==> src/rtl/calc_gravity_ctrl.sv <==
// calc_gravity_ctrl: frame sequencer for the centre-of-gravity accumulators.
//   Tracks pixel X/Y from sensor timing, applies the ROI and the dark-pupil threshold,
//   and drives three external accumulators (weight, weight*X, weight*Y). The accumulators
//   are cleared at frame start and their sums are captured at frame end, then offered
//   to the divider on a valid/ready port.
// Ports:
//   CCLK, RST_N                 clock, asynchronous active-low reset
//   iENABLE                     1 = run, 0 = go idle and discard the current frame
//   iVSYNC, iDE, iDATA          sensor timing and pixel value
//   iTHRESH                     pupil threshold (weight = iTHRESH - iDATA when darker)
//   iROI_X0/X1/Y0/Y1            inclusive ROI bounds, latched at each frame boundary
//   oACC_CLR/DE/DATA, oFACT_X/Y accumulator control, weight and coordinate factors
//   iSUM_W/X/Y                  accumulator sums (registered, 1-cycle latency)
//   oRES_VALID, iRES_READY      result handshake
//   oRES_W/X/Y                  captured sums
//   oOVERRUN                    sticky flag: an unread result was overwritten
//   oBUSY                       sequencer is not idle
module calc_gravity_ctrl #(
  parameter int DATA_WIDTH   = 8,
  parameter int FACTOR_WIDTH = 10,
  parameter int SUM_WIDTH    = 32
) (
  input  logic                    CCLK,
  input  logic                    RST_N,
  input  logic                    iENABLE,
  input  logic                    iVSYNC,
  input  logic                    iDE,
  input  logic [DATA_WIDTH-1:0]   iDATA,
  input  logic [DATA_WIDTH-1:0]   iTHRESH,
  input  logic [FACTOR_WIDTH-1:0] iROI_X0,
  input  logic [FACTOR_WIDTH-1:0] iROI_X1,
  input  logic [FACTOR_WIDTH-1:0] iROI_Y0,
  input  logic [FACTOR_WIDTH-1:0] iROI_Y1,
  output logic                    oACC_CLR,
  output logic                    oACC_DE,
  output logic [DATA_WIDTH-1:0]   oACC_DATA,
  output logic [FACTOR_WIDTH-1:0] oFACT_X,
  output logic [FACTOR_WIDTH-1:0] oFACT_Y,
  input  logic [SUM_WIDTH-1:0]    iSUM_W,
  input  logic [SUM_WIDTH-1:0]    iSUM_X,
  input  logic [SUM_WIDTH-1:0]    iSUM_Y,
  output logic                    oRES_VALID,
  input  logic                    iRES_READY,
  output logic [SUM_WIDTH-1:0]    oRES_W,
  output logic [SUM_WIDTH-1:0]    oRES_X,
  output logic [SUM_WIDTH-1:0]    oRES_Y,
  output logic                    oOVERRUN,
  output logic                    oBUSY
);
  localparam int DW = DATA_WIDTH;
  localparam int FW = FACTOR_WIDTH;
  localparam int SW = SUM_WIDTH;

  typedef enum logic [2:0] {IDLE, WAIT, ACCUM, DRAIN, CAPT} state_t;

  state_t          state_q, state_d;
  logic            drn_q, drn_d;
  logic            vsync_q, de_q;
  logic [FW-1:0]   x_q, x_d, y_q, y_d;
  logic [FW-1:0]   roi_x0_q, roi_x1_q, roi_y0_q, roi_y1_q;
  logic [FW-1:0]   roi_x0_d, roi_x1_d, roi_y0_d, roi_y1_d;
  logic            acc_clr_q, acc_clr_d;
  logic            acc_de_q, acc_de_d;
  logic [DW-1:0]   acc_data_q, acc_data_d;
  logic [FW-1:0]   fact_x_q, fact_x_d, fact_y_q, fact_y_d;
  logic            res_valid_q, res_valid_d;
  logic [SW-1:0]   res_w_q, res_w_d, res_x_q, res_x_d, res_y_q, res_y_d;
  logic            overrun_q, overrun_d;

  logic            vs_rise, de_fall, in_roi, qual, capture;
  logic [DW-1:0]   wgt;

  assign vs_rise = iVSYNC & ~vsync_q;
  assign de_fall = ~iDE & de_q;

  // Coordinates: x is the column of the pixel presented this cycle, y the current line.
  always_comb begin
    x_d = vs_rise ? '0 : iDE ? (&x_q ? x_q : x_q + 1'b1) : de_fall ? '0 : x_q;
    y_d = vs_rise ? '0 : (de_fall && !(&y_q)) ? y_q + 1'b1 : y_q;
    roi_x0_d = vs_rise ? iROI_X0 : roi_x0_q;
    roi_x1_d = vs_rise ? iROI_X1 : roi_x1_q;
    roi_y0_d = vs_rise ? iROI_Y0 : roi_y0_q;
    roi_y1_d = vs_rise ? iROI_Y1 : roi_y1_q;
  end

  // Zero-weight pixels contribute nothing, so they are not presented to the accumulators.
  assign wgt    = (iDATA < iTHRESH) ? iTHRESH - iDATA : '0;
  assign in_roi = (x_q >= roi_x0_q) && (x_q <= roi_x1_q) && (y_q >= roi_y0_q) && (y_q <= roi_y1_q);
  assign qual   = iENABLE && (state_q == ACCUM) && iDE && in_roi && (wgt != '0);

  always_comb begin
    acc_de_d   = qual;
    acc_data_d = qual ? wgt : acc_data_q;
    fact_x_d   = qual ? x_q : fact_x_q;
    fact_y_d   = qual ? y_q : fact_y_q;
  end

  // Sequencer. The frame-ending vsync also opens the next frame: the two DRAIN cycles let
  // the last pixel settle in the sums, CAPT samples them and clears the accumulators.
  always_comb begin
    state_d   = state_q;
    drn_d     = drn_q;
    acc_clr_d = 1'b0;
    if (!iENABLE) begin
      state_d = IDLE;
    end else begin
      case (state_q)
        IDLE:    state_d = WAIT;
        WAIT:    if (vs_rise) begin
                   state_d   = ACCUM;
                   acc_clr_d = 1'b1;
                 end
        ACCUM:   if (vs_rise) begin
                   state_d = DRAIN;
                   drn_d   = 1'b0;
                 end
        DRAIN:   begin
                   drn_d   = 1'b1;
                   state_d = drn_q ? CAPT : DRAIN;
                 end
        CAPT:    begin
                   state_d   = ACCUM;
                   acc_clr_d = 1'b1;
                 end
        default: state_d = IDLE;
      endcase
    end
  end

  // Result port: a capture always wins; an unaccepted old result becomes an overrun.
  assign capture = iENABLE && (state_q == CAPT);

  always_comb begin
    res_valid_d = capture | (res_valid_q & ~iRES_READY);
    res_w_d     = capture ? iSUM_W : res_w_q;
    res_x_d     = capture ? iSUM_X : res_x_q;
    res_y_d     = capture ? iSUM_Y : res_y_q;
    overrun_d   = iENABLE & (overrun_q | (capture & res_valid_q & ~iRES_READY));
  end

  always_ff @(posedge CCLK or negedge RST_N) begin
    if (!RST_N) begin
      state_q     <= IDLE;
      drn_q       <= 1'b0;
      vsync_q     <= 1'b0;
      de_q        <= 1'b0;
      x_q         <= '0;
      y_q         <= '0;
      roi_x0_q    <= '0;
      roi_x1_q    <= '0;
      roi_y0_q    <= '0;
      roi_y1_q    <= '0;
      acc_clr_q   <= 1'b0;
      acc_de_q    <= 1'b0;
      acc_data_q  <= '0;
      fact_x_q    <= '0;
      fact_y_q    <= '0;
      res_valid_q <= 1'b0;
      res_w_q     <= '0;
      res_x_q     <= '0;
      res_y_q     <= '0;
      overrun_q   <= 1'b0;
    end else begin
      state_q     <= state_d;
      drn_q       <= drn_d;
      vsync_q     <= iVSYNC;
      de_q        <= iDE;
      x_q         <= x_d;
      y_q         <= y_d;
      roi_x0_q    <= roi_x0_d;
      roi_x1_q    <= roi_x1_d;
      roi_y0_q    <= roi_y0_d;
      roi_y1_q    <= roi_y1_d;
      acc_clr_q   <= acc_clr_d;
      acc_de_q    <= acc_de_d;
      acc_data_q  <= acc_data_d;
      fact_x_q    <= fact_x_d;
      fact_y_q    <= fact_y_d;
      res_valid_q <= res_valid_d;
      res_w_q     <= res_w_d;
      res_x_q     <= res_x_d;
      res_y_q     <= res_y_d;
      overrun_q   <= overrun_d;
    end
  end

  assign oACC_CLR   = acc_clr_q;
  assign oACC_DE    = acc_de_q;
  assign oACC_DATA  = acc_data_q;
  assign oFACT_X    = fact_x_q;
  assign oFACT_Y    = fact_y_q;
  assign oRES_VALID = res_valid_q;
  assign oRES_W     = res_w_q;
  assign oRES_X     = res_x_q;
  assign oRES_Y     = res_y_q;
  assign oOVERRUN   = overrun_q;
  assign oBUSY      = (state_q != IDLE);
endmodule
==> config.mk <==
export PLATFORM = sky130hd
export DESIGN_NAME = calc_gravity_ctrl
export DESIGN_NICKNAME = d
export VERILOG_FILES = /design/src/rtl/calc_gravity_ctrl.sv
export SDC_FILE = /design/constraint.sdc
export NUM_CORES = 1
export LEC_CHECK = 0
export ABC_CLOCK_PERIOD_IN_PS = 3900
export BUFFER_PORTS_ARGS = -buffer_cell sky130_fd_sc_hd__buf_2
export CORE_UTILIZATION = 50
export DETAILED_ROUTE_END_ITERATION = 8
export PLACE_DENSITY = 0.79
export SLEW_MARGIN = 15
export SYNTH_ARGS = -nofsm -noshare
export SYNTH_HDL_FRONTEND = slang
export SYNTH_SLANG_ARGS = --single-unit
==> constraint.sdc <==
create_clock -name CCLK -period 3.9 [get_ports CCLK]
set_clock_uncertainty 0.2 [all_clocks]
set_input_delay 0.78 -clock CCLK [delete_from_list [all_inputs] [get_ports CCLK]]
set_output_delay 0.78 -clock CCLK [all_outputs]
set_load 0.02 [all_outputs]
==> summary.md <==
| Metric | Value |
|---|---|
| GRT overflow | `0` |
| Final setup margin | `0.795 ns` |
| DIE AREA | `18300 sq um` |
| Hold WC Path Type | `in -> async` |
| Seq/Total Area, Yosys | `54.5%` |
| Fillers | `1373` |
| Max cap viols | `0` |
| Worst slew margin | `47.8%` |
| Clock slew at reported path FFs | `0.08 ns` |
| CP Class | `reg -> reg` |
| Ports | `287` |
| Final core occ | `64.5%` |
| Hpwl dp | `16100 um` |
| Largest net degree at the start of global routing | `92` |
| Layout cells sized above 1 | `44.2%` |
| Critical-path maximum fanout | `20` |
| Final antenna-violating net count | `0` |
| Routed via count | `6464` |
| Fin crit share | `79.6%` |
| Htree depth | `4` |
| Initial DRC Count | `228` |
| All-layer global routing usage | `23.1%` |
| #FFs+latches synth | `194` |
| Synth top area cells | `dfrtp_1 (55%), mux2_2 (13%), ha_1 (7.0%)` |
| Hold Buf Count CTS | `0` |
| Setup TNS | `0 ns` |
| CTS Buf Count | `17` |
| Asr flop ratio synth | `100%` |
| Critical path arrival | `3.22 ns` |
| R2R Path End | `oFACT_X[9]$_DFFE_PN0P_` |
| Post_cts resized | `0` |
| Worst slack at placement | `0.484 ns` |
| Status | `completed` |
| Clock buffer depth | `2` |
| Post-synth net total | `948` |
| Total power | `0.00460 W` |
| Avg Cell Area, Syn | `12.0 sq um` |
| Final WL | `21100 um` |
| Flop2flop setup slack | `0.79 ns` |
| 1st-pass router iterations | `4` |
| Synth area leader | `dfrtp_1` |
| Clk root buf | `clkbuf_16` |
| Setup Fix Bufs, Post-CTS | `0` |
| Final setup fails | `0` |
| Slew @ Worst Pin | `0.783 ns` |
| Cells after Synth | `739` |
| Peak VDD IR | `0.000285 V` |
| Initial antenna violation count | `2` |
| Launching point of the worst reg2reg path | `x_q[5]$_DFFE_PN0P_` |
| Leak | `6.23 nW` |
| Fin. max-slew vios | `0` |
| Count of different cell masters after synthesis | `51` |
| Crit path time final | `3.11 ns` |
| Final nets | `1235` |
| FP Rows | `48` |
| Synth Cell Area | `8900 sq um` |
| Clock sink count | `194` |
| Die Y | `135 um` |
| DR DRC count | `0` |
| Vias/cell | `5.11` |
| Number of global-route vias before repair | `6423` |
| Power density over cell area | `411 nW/um^2` |
| Initial Util | `51.3%` |
| CTS tree | `done` |
| I/O Buffers | `286` |
| Area delta synth->final | `25.7%` |
| Latest clock arrival within the worst-skew pair | `0.43 ns` |
| CP required | `4.02 ns` |
| Multi-input logic area | `3720 sq um` |
| Sequential standard cell area | `4850 sq um` |
| WL per Instance | `16.7 um` |
| Synth Flop Type | `dfrtp_1` |
| RSZ-0062 raised after global routing | `false` |
| Final Hold Vio Count | `0` |
| Fmax | `322 MHz` |
| Type of origin of the critical path | `flop` |
| Core area | `17400 sq um` |
| Die width | `135 um` |
| Synthesis warning total | `0` |
| R2R depth | `9` |
| GP Congestion | `0.826` |
| Number of flops mapped to enable cells by yosys | `0` |
| Crit end category | `flop` |
| Post-synth top area share | `54.5%` |
| Global-route wire length before repair | `32400 um` |
-- layout by cell type, fill, tap and decap left out, types with 3 or more instances in the layout --
master / count
a21o_1: 9
a21oi_1: 19
a31oi_1: 6
and3_1: 5
and4_1: 3
buf_12: 3
buf_2: 285
buf_4: 6
clkbuf_16: 17
dfrtp_1: 194
ha_1: 50
inv_1: 58
inv_6: 5
inv_8: 5
mux2_2: 104
mux2_4: 19
mux2i_1: 3
nand2_1: 71
nand2b_1: 4
nand3_1: 10
nand4_1: 11
nor2_1: 29
nor2b_1: 9
nor3_1: 5
o2111ai_1: 3
o211ai_1: 3
o21ai_0: 46
xnor2_1: 7
xor2_1: 11
-- flip-flops by register name, summed over array words and instances, names as in the netlist, 3 cells and up --
signal     cells
oRES_Y        32
roi_y0_q      10
state_q        3
oACC_DATA      8
oRES_X        32
x_q           10
roi_y1_q      10
oRES_W        32
roi_x0_q      10
oFACT_X       10
y_q           10
oFACT_Y       10
roi_x1_q      10
-- routing by layer --
metal | wire (um) | global-route usage, %
met1 | 9010 | 29.5
met4 | 524 | 8.86
met5 | 8 | 0
met3 | 1330 | 6.17
met2 | 10200 | 37.4
-- metrics by stage --
stage          cells  cell area (sq um)  hold WS (ns)
3_3_place_gp    1232              10600         0.264
3_5_place_dp    1232              10600         0.279
4_1_cts         1264              11200         0.229
2_1_floorplan    739               8900         0.250
5_1_grt         1265              11200         0.246
6_report        1265              11200         0.177
-- kinds of logic after synthesis --
family                   after synthesis  share of synthesized area, %
flip-flops                           194                          54.5
AND/OR/NAND/NOR                      161                          8.66
multiplexers                         126                          16.7
AO/OA/AOI/OAI                        103                          7.12
buffers and inverters                 85                          3.79
adder cells (fa/ha/maj)               51                          7.25
XOR/XNOR                              19                          1.95
-- critical path, stage by stage (launching register included) --
cell and delay [ns]:
dfrtp_1 0.49, ha_1 0.37, nand4_1 0.18, nor3_1 0.27, o2111ai_1 0.18, o21ba_2 0.27
nand4b_1 0.18, a31oi_4 0.24, buf_12 0.21, mux2_2 0.36
-- layout make-up --
class	count	share of cell area, %
timing repair buffer	295	13.8
clock buffer	17	3.80
tap	225	2.52
inverter	58	1.95
clock inverter	15	1.26
multi-input combinational	460	33.3
antenna	1	0.0224
sequential	194	43.4
-- Yosys cell counts (all sizes together) (2+ instances only) --
cell     count
dfrtp      194
mux2       123
nand2       71
inv         58
ha          50
o21ai       47
nor2        29
clkbuf      21
a21oi       19
xor2        12
nand4       11
nand3       10
nor2b       10
a21o         9
a31oi        7
xnor2        7
and3         6
buf          6
nor3         5
nand2b       4
and4         3
mux2i        3
o2111ai      3
o211ai       3
a211oi       2
a22o         2
nand3b       2
nand4b       2
nor3b        2
nor4         2
o21bai       2
o22ai        2
or2          2
-- worst max-delay path by stage --
stage / start / endpoint / slack, ns / cells after the start
2_1_floorplan: iTHRESH[0] / oFACT_X[0]$_DFFE_PN0P_ / 0.67 / 12
3_3_place_gp: iTHRESH[0] / oFACT_X[9]$_DFFE_PN0P_ / 0.56 / 13
3_5_place_dp: iDATA[0] / oFACT_Y[4]$_DFFE_PN0P_ / 0.48 / 13
4_1_cts: x_q[5]$_DFFE_PN0P_ / oFACT_X[9]$_DFFE_PN0P_ / 0.82 / 9
5_1_grt: x_q[5]$_DFFE_PN0P_ / oACC_DATA[7]$_DFFE_PN0P_ / 0.67 / 9
6_report: x_q[5]$_DFFE_PN0P_ / oFACT_X[9]$_DFFE_PN0P_ / 0.79 / 9
-- power by group --
| part | switching [W] | internal [W] | leakage (nW) | total [W] |
|---|---|---|---|---|
| clock | 0.000841 | 0.000852 | 0.277 | 0.00169 |
| sequential | 0.0000729 | 0.00215 | 2.61 | 0.00222 |
| combinational | 0.000403 | 0.000287 | 3.34 | 0.000690 |
(Power assumes the default switching activity.)
